### src/rtl/mux_pkg.sv
// mux_pkg: shared definitions for the registered N-channel selector.
//   ARB_FIXED / ARB_RR : arbitration mode encodings for the MODE parameter
//   out_state_t        : output register state (EMPTY / FULL)
//   clog2()            : select/index field width for a channel count
package mux_pkg;

    localparam int unsigned ARB_FIXED = 0;
    localparam int unsigned ARB_RR    = 1;

    typedef enum logic {
        ST_EMPTY = 1'b0,
        ST_FULL  = 1'b1
    } out_state_t;

    function automatic int unsigned clog2(input int unsigned n);
        int unsigned r;
        int unsigned v;
        r = 0;
        v = n - 1;
        while (v > 0) begin
            r++;
            v = v >> 1;
        end
        return r;
    endfunction

endpackage

### src/rtl/rr_pick.sv
// rr_pick: combinational request picker.
//   req     in  N     request vector
//   ptr     in  SELW  first index to scan (round robin only; ignored in fixed mode)
//   gnt     out N     one-hot grant, zero when no request
//   gnt_idx out SELW  index of the granted request
//   any     out 1     at least one request present
module rr_pick
    import mux_pkg::*;
#(
    parameter  int unsigned N    = 4,
    parameter  int unsigned MODE = ARB_RR,
    localparam int unsigned SELW = clog2(N)
) (
    input  logic [N-1:0]    req,
    input  logic [SELW-1:0] ptr,
    output logic [N-1:0]    gnt,
    output logic [SELW-1:0] gnt_idx,
    output logic            any
);

    logic [SELW-1:0]  start;
    logic [2*N-1:0]   dbl;
    logic [N-1:0]     rot;

    // Fixed priority is round robin with the scan always starting at 0.
    assign start = (MODE == ARB_RR) ? ptr : '0;

    // Doubling the vector lets a plain right shift act as a rotate:
    // rot[j] corresponds to req[(start + j) mod N].
    assign dbl = {req, req};
    assign rot = N'(dbl >> start);

    always_comb begin
        int unsigned pos;
        any     = 1'b0;
        gnt_idx = '0;
        gnt     = '0;
        pos     = 0;
        for (int unsigned j = 0; j < N; j++) begin
            if (!any && rot[j]) begin
                any = 1'b1;
                pos = 32'(start) + j;
                if (pos >= N) begin
                    pos = pos - N;
                end
                gnt_idx = SELW'(pos);
            end
        end
        if (any) begin
            gnt = N'(1) << gnt_idx;
        end
    end

endmodule

### src/rtl/mux_arb_reg.sv
// mux_arb_reg: registered N-channel WIDTH-bit selector with valid/ready
// handshakes, fixed-priority or round-robin arbitration and a forced select.
//   clk, rst   clock (rising edge), asynchronous active-high reset
//   in_data    N*WIDTH  channel i at [i*WIDTH +: WIDTH]
//   in_valid   N        channel i offers data
//   in_ready   N        one-hot (or zero) acceptance of a channel this cycle
//   force_en   1        use force_sel instead of arbitration
//   force_sel  SELW     forced channel index
//   out_data   WIDTH    registered selected data
//   out_sel    SELW     channel that produced out_data
//   out_valid  1        output register holds data
//   out_ready  1        consumer accepts out_data
module mux_arb_reg
    import mux_pkg::*;
#(
    parameter  int unsigned WIDTH = 5,
    parameter  int unsigned N     = 4,
    parameter  int unsigned MODE  = ARB_RR,
    localparam int unsigned SELW  = clog2(N)
) (
    input  logic                 clk,
    input  logic                 rst,
    input  logic [N*WIDTH-1:0]   in_data,
    input  logic [N-1:0]         in_valid,
    output logic [N-1:0]         in_ready,
    input  logic                 force_en,
    input  logic [SELW-1:0]      force_sel,
    output logic [WIDTH-1:0]     out_data,
    output logic [SELW-1:0]      out_sel,
    output logic                 out_valid,
    input  logic                 out_ready
);

    localparam int unsigned NPAD = 1 << SELW;

    out_state_t       state_q;
    out_state_t       state_d;
    logic [SELW-1:0]  ptr_q;
    logic [WIDTH-1:0] data_q;
    logic [SELW-1:0]  sel_q;

    logic             can_load;
    logic [NPAD-1:0]  valid_pad;
    logic             force_hit;
    logic [N-1:0]     pick_gnt;
    logic [SELW-1:0]  pick_idx;
    logic             pick_any;
    logic             gnt_any;
    logic [SELW-1:0]  gnt_idx;

    rr_pick #(
        .N    (N),
        .MODE (MODE)
    ) u_pick (
        .req     (in_valid),
        .ptr     (ptr_q),
        .gnt     (pick_gnt),
        .gnt_idx (pick_idx),
        .any     (pick_any)
    );

    assign out_valid = (state_q == ST_FULL);
    assign out_data  = data_q;
    assign out_sel   = sel_q;
    assign can_load  = !out_valid || out_ready;

    // Zero-padding to the full select range makes an out-of-range
    // force_sel read a 0 valid bit, so it can never produce a grant.
    assign valid_pad = NPAD'(in_valid);
    assign force_hit = valid_pad[force_sel];

    always_comb begin
        gnt_any  = 1'b0;
        gnt_idx  = '0;
        in_ready = '0;
        if (can_load) begin
            if (force_en) begin
                if (force_hit) begin
                    gnt_any  = 1'b1;
                    gnt_idx  = force_sel;
                    in_ready = N'(1) << force_sel;
                end
            end else begin
                gnt_any  = pick_any;
                gnt_idx  = pick_idx;
                in_ready = pick_gnt;
            end
        end
    end

    always_comb begin
        state_d = state_q;
        case (state_q)
            ST_EMPTY: if (gnt_any) state_d = ST_FULL;
            ST_FULL: begin
                if (gnt_any) begin
                    state_d = ST_FULL;
                end else if (out_ready) begin
                    state_d = ST_EMPTY;
                end
            end
            default: state_d = ST_EMPTY;
        endcase
    end

    always_ff @(posedge clk or posedge rst) begin
        if (rst) begin
            state_q <= ST_EMPTY;
        end else begin
            state_q <= state_d;
        end
    end

    // Data and select only change on a grant; a plain drain keeps them.
    always_ff @(posedge clk or posedge rst) begin
        if (rst) begin
            data_q <= '0;
            sel_q  <= '0;
            ptr_q  <= '0;
        end else if (gnt_any) begin
            data_q <= in_data[gnt_idx*WIDTH +: WIDTH];
            sel_q  <= gnt_idx;
            if (MODE == ARB_RR && !force_en) begin
                ptr_q <= (gnt_idx == SELW'(N - 1)) ? '0 : gnt_idx + 1'b1;
            end
        end
    end

endmodule

### config.mk
export PLATFORM = sky130hd
export DESIGN_NAME = mux_arb_reg
export DESIGN_NICKNAME = d
export VERILOG_FILES = /design/src/rtl/mux_pkg.sv /design/src/rtl/rr_pick.sv /design/src/rtl/mux_arb_reg.sv
export SDC_FILE = /design/constraint.sdc
export NUM_CORES = 1
export LEC_CHECK = 0
export ABC_AREA = 1
export BUFFER_PORTS_ARGS = -buffer_cell sky130_fd_sc_hd__buf_2
export CORE_MARGIN = 4
export CORE_UTILIZATION = 30
export CTS_BUF_LIST = sky130_fd_sc_hd__clkbuf_8
export DETAILED_ROUTE_END_ITERATION = 10
export GPL_TIMING_DRIVEN = 0
export PLACE_DENSITY = 0.54
export SLEW_MARGIN = 30
export SYNTH_ARGS = -nofsm -noshare
export SYNTH_HDL_FRONTEND = slang
export SYNTH_SLANG_ARGS = --single-unit
### constraint.sdc
create_clock -name clk -period 2.1 [get_ports clk]
set_clock_uncertainty 0.2 [all_clocks]
set_input_delay 0.105 -clock clk [delete_from_list [all_inputs] [get_ports clk]]
set_output_delay 0.105 -clock clk [all_outputs]
set_load 0.1 [all_outputs]
# --- Word-level counts from Yosys, hierarchy flattened ---
# Index checks and enable logic that the tools add are counted.
word_totals:
  register_bits: 10
  latch_bits: 0
  ram_bits: 0
  rom_bits: 0
  inputBits: 30
  out_inout_bits: 12
  word_cells: 63
  memories: 0
classes:
  addsub: 8
  mul: 1
  div_mod_pow: 0
  magnitude_cmp: 5
  n_eq_ne: 1
  n_shift: 4
  n_mux: 29
  bitwise_logic: 2
  reduce_logical: 9
ops:
  columns: ["cell", "count"]
  rows:
  - ["2-bit 2-to-1 mux", 12]
  - ["20-bit by 6-bit indexed part select with 5-bit output", 1]
  - ["4-bit 2-to-1 mux", 4]
  - ["1-bit 2-to-1 mux", 11]
  - ["3-bit >= comparator (second input constant)", 3]
  - ["1-bit by 2-bit << shifter with 4-bit output (first input constant)", 2]
  - ["8-bit by 2-bit >> shifter with 4-bit output", 1]
  - ["2-bit by 1-bit subtractor with 2-bit output (second input constant)", 4]
  - ["2-bit by 2-bit adder with 3-bit output (second input constant)", 2]
  - ["2-bit by 3-bit multiplier with 5-bit output (second input constant)", 1]
  - ["1-bit logical NOT", 4]
  - ["2-bit by 1-bit adder with 3-bit output (second input constant)", 1]
  - ["2-bit by 3-bit >= comparator with 1-bit output (second input constant)", 1]
  - ["1-bit logical AND", 3]
  - ["2-bit by 3-bit < comparator with 1-bit output (second input constant)", 1]
  - ["2-bit by 1-bit adder with 2-bit output (second input constant)", 1]
  - ["1-bit binary-select mux with 2-bit select", 1]
  - ["2-bit == test (second input constant)", 1]
  - ["1-bit inverter", 2]
  - ["1-bit one-hot mux with 2 select lines", 1]
  - ["2-bit AND reduction", 1]
  - ["1-bit logical OR", 1]

# --- Longest topological paths before layout ---
depth:
  word_depth: 15
  mapped_depth: 17
  mapped_depth_nobuf: 15

# --- Modules after synthesis ---
# From an unflattened synthesis, not the netlist that was laid out.
unflattened:
  cells_unflattened: 192
  area_unflattened_um2: 1134.8
by_module_without_submodules:
  columns: ["mod", "n_inst", "cells_each", "area_each_um2", "seq_area_each_um2"]
  rows:
  - ["mux_arb_reg", 1, 131, 810.8, 250.2]
  - ["rr_pick", 1, 61, 324.1, 0.0]

# --- Worst setup path before layout ---
# OpenSTA, ideal clock, no wires.
synth_path:
  kind: "register to register"
  startpoint: "reg ptr_q[0]"
  endpoint: "reg ptr_q[1]"
  setup_ns: 0.070
  t_arrival_ns: 2.848
  required_time_ns: 1.830
  setup_slack_ns: -1.018
  stages_incl_launch_ff: 14
  path_buffers: 2
  period_less_slack_ns: 3.118
  cell_sequence: "dfrtp_1 > buf_6 > inv_8 > nand2_2 > nand3_2 > nand2_2 > nor2_2 > nand3_2 > nand2_4 > o21bai_4 > buf_6 > nor2_1 > o21ai_1 > nand2_1"
synth_via:
  elab_chain_cells: 15
  elab_cells_between_ends: 38
  cone_classes: "add/sub (8); order compare (4); eq/ne (1); shift (1); mux (17); reduce/logical (7)"
synth_rtl:
  columns: ["item", "line", "rtl"]
  rows:
  - ["from (decl)", "mux_arb_reg.sv:38", "logic [SELW-1:0] ptr_q;"]
  - ["from (signal assigned)", "mux_arb_reg.sv:124", "ptr_q <= (gnt_idx == SELW'(N - 1)) ? '0 : gnt_idx + 1'b1;"]
  - ["branches (longest 15 deep; another with 2-bit by 1-bit adder with 3-bit output)", null, null]
# Several ways; the timed one is not identified.
# A chain may end at the register's enable or synchronous reset.

# --- Final worst setup path ---
layout_path:
  startpoint: "reg ptr_q[0]"
  endpoint: "out in_ready[0]"
layout_via:
  elab_chain_cells: 15
  elab_cells_between_ends: 34
  cone_classes: "add/sub (7); order compare (4); shift (2); mux (15); reduce/logical (6)"
layout_rtl:
  columns: ["item", "line", "rtl"]
  rows:
  - ["branches (longest 12 deep; another with 2-bit by 1-bit adder with 3-bit output)", null, null]
  - ["4-bit 2-to-1 mux *", "rr_pick.sv:49", "if (any) begin"]
  - ["4-bit 2-to-1 mux *", "mux_arb_reg.sv:77", "if (force_en) begin"]
  - ["4-bit 2-to-1 mux *", "mux_arb_reg.sv:76", "if (can_load) begin"]
  - ["to (decl)", "mux_arb_reg.sv:25", "output logic [N-1:0] in_ready,"]
# Every way passes the cells marked *.

==> results.py <==
metrics = {
    "setup_path": {
        "cp-start-kind": "flop",
        "crit_path_end_kind": "output port",
        "required_ns": 1.79,
        "worst_ep_arrival_time_ns": 2.04,
        "critical_path.max_fanout": 6,
        "worst-setup-path-type": "reg -> out",
        "reg2reg_slack_ns": -0.15,
    },
    "floorplan": {
        "core_sq_um": 3470,
        "die_x_microns": 69.2,
        "die_y_microns": 69.2,
        "die_area_sq_um": 4780,
        "ios": 42,
        "rows": 21,
        "start_util_pct": 32.4,
    },
    "power_and_ir_drop": {
        "pwr-share-clk_pct": 6.7,
        "p_switching_w": 0.00178,
        "ir_drop_v": 0.000595,
        "finalPower_w": 0.00295,
        "p_per_area_nw_per_um2": 1730,
        "p_seq_share_pct": 11.2,
        "combPwrFrac_pct": 82.1,
        "p_int_w": 0.00117,
        "p_leak_nw": 1.00,
        "swShare_pct": 60.3,
    },
    "logic_synthesis": {
        "netlist_instances": 191,
        "yosysWarnings": 0,
        "synth_top_area_cell": "dfrtp_1",
        "async_reset_ff_share_pct": 100,
        "postSynthAreaPerCell_sq_um": 5.88,
        "synth_top_area_share_pct": 22.3,
        "ys.flop_type": "dfrtp_1",
        "synth_top_cells_by_count": "nand2_1, inv_1, nand3_1, dfrtp_1",
        "synth.most_common_cell": "nand2_1",
        "netlist_area_sq_um": 1120,
        "ys_seq_elements": 10,
        "ys_seq_area_share_pct": 22.3,
        "syn-num-nets": 221,
        "synth_edf_count": 0,
        "synth_area_leaders": "dfrtp_1, nand2_1, nand3_1",
        "ys_types": 23,
    },
    "detailed_routing": {
        "dr.pass1.iters": 4,
        "totalWireLength_microns": 3120,
        "via_count": 1289,
        "vias_per_cell": 4.38,
        "first_iter_violations": 82,
        "ant_nets": 0,
        "drc": 0,
        "wl_per_cell_microns": 10.6,
    },
    "timing": {
        "hold_viol": 0,
        "hold_ws_ns": 0.0359,
        "setup_slack_ns": -0.246,
        "setup_viol": 11,
        "drv_slew": 0,
        "fin_crit_sh_pct": 112,
        "max_slew_margin_pct": 67.8,
        "tightestPinTransition_ns": 0.486,
        "grt_setup_unrepaired": "yes",
        "period_needed_ns": 2.35,
        "fmax_mhz": 426,
    },
    "final_layout": {
        "syn2layout_area_growth_pct": 52.2,
        "layout-drive-gt1-share_pct": 39.9,
        "regArea_sq_um": 254,
        "fin_cells": 294,
        "fin_area_sq_um": 1710,
        "diodes": 0,
        "final_nets": 279,
        "num-fill-cells": 387,
        "multiInputGateArea_sq_um": 774,
    },
    "outcome": {
        "status": "finished with violations",
        "violations": "setup timing",
    },
    "placement": {
        "post-dp-hpwl_microns": 2360,
        "dpl_cell_area_sq_um": 1420,
        "placed_cells": 278,
        "place_ws_ns": -0.282,
        "place_congestion": 0.807,
        "numPortBuffers": 41,
    },
    "grt": {
        "track_usage_pct": 12.6,
        "grt_first_pass_wirelength_microns": 5120,
        "overflow": 0,
        "grt_pass1_vias": 1131,
        "antenna_found_initial": 0,
        "grt_max_degree": 13,
    },
    "clock_network": {
        "numCtsBuffers": 3,
        "htree_levels": 1,
        "cts_tree": "yes",
        "insertion_delay_ns": 0.23,
        "path_clk_slew_ns": 0.05,
        "cts-root-buf": "clkbuf_8",
        "clockBufferDepth": 2,
        "clkSinkCount": 10,
    },
    "hold_path": {
        "hp-class": "in -> reg",
    },
    "job": {
        "maxCapViolations": 0,
    },
}
[metal layers]
layer	track usage, %	vias to the layer above	share of wire [%]
met2	20.3	29	48
met4	3.25	0	0.35
met3	1.74	2	4.3
met1	17.6	551	47
met5	0	-	0
li1	-	707	-
[worst max-delay path: stages (launching register included)]
cell and delay (ns):
dfrtp_1 0.39, buf_6 0.15, nand2_2 0.10, nand3_2 0.11, nand2_4 0.11, inv_2 0.05
nand3_1 0.07, nand2_1 0.07, nor2_2 0.16, nand2_1 0.08, o32a_1 0.17, nor2_2 0.16
buf_12 0.19
[path summary, 6_finish.rpt]
path                       cells past startpoint                   start                      to
min in group asynchronous                      3                     rst     out_valid$_DFF_PP0_
max reg2reg                                   16    ptr_q[0]$_DFFE_PP0P_    ptr_q[0]$_DFFE_PP0P_
max in group asynchronous                      3                     rst     out_valid$_DFF_PP0_
min reg2reg                                    2  out_sel[1]$_DFFE_PP0P_  out_sel[1]$_DFFE_PP0P_
min                                            3                force_en     out_valid$_DFF_PP0_
max                                           12    ptr_q[0]$_DFFE_PP0P_             in_ready[0]
[registers in the layout, summed over array words and instances (netlist names)]
signal and cells:
out_data 5, out_sel 2, out_valid 1, ptr_q 2
[power by group through the flow]
stage	Sequential [W]	Combinational (W)	Clock (W)
2_1_floorplan	0.000834	0.00118	0
3_3_place_gp	0.000327	0.00201	0
3_5_place_dp	0.000330	0.00200	0
4_1_cts	0.000331	0.00219	0.000202
5_1_grt	0.000341	0.00260	0.000215
6_report	0.000331	0.00242	0.000197
[cell usage in the layout (no fill, tap or decap)]
master         count
dfrtp_4            1
o21ai_0            4
buf_8              1
nand3_1           28
nand4_1            3
dlygate4sd3_1      1
inv_2              2
dfrtp_1            9
buf_6              3
nand2_2           12
o31ai_1            1
buf_4              9
o21ai_2            1
inv_1             34
inv_4              3
buf_12             5
o21ai_1            1
buf_2             37
xnor2_1            1
nand2_4            6
nor2_2             3
nand3_2            5
nand2_1           58
clkbuf_1           1
nand3_4            2
clkbuf_8           3
a21oi_1            2
a21oi_2            1
inv_8              1
o21bai_4           1
nor2_4             3
nor3_1             1
nor2_1             4
o32a_1             1
[metrics by stage]
step / TNS, ns / utilization [%]
6_report: -1.55 / 49.2
5_1_grt: -3.00 / 49.2
2_1_floorplan: -0.773 / -
3_3_place_gp: -0.681 / 40.9
4_1_cts: -0.950 / 45.5
3_5_place_dp: -0.612 / 40.9
[cell type report]
cell class / instances / share of cell area (%)
timing repair inverter: 1 / 0.366
timing repair buffer: 53 / 22.3
multi-input combinational: 138 / 45.3
inverter: 38 / 9.08
clock inverter: 1 / 0.220
clock buffer: 3 / 2.42
buffer: 4 / 1.98
sequential: 10 / 14.9
tap: 46 / 3.37
[timing repair]
action	4_1_cts	5_1_grt
hold endpoints to repair	10	0
pin swaps	4	15
setup endpoints to repair	9	12
gates cloned	2	0
setup buffers	4	6
gates resized for setup	20	21
hold buffers	1	0
[cells by family after synthesis]
family          share of synthesized area (%)
compound gates                           7.25
xor+xnor                                0.781
buf+inv                                  17.2
flops                                    22.3
simple gates                             52.5
Power figures use the tool's default switching activity.
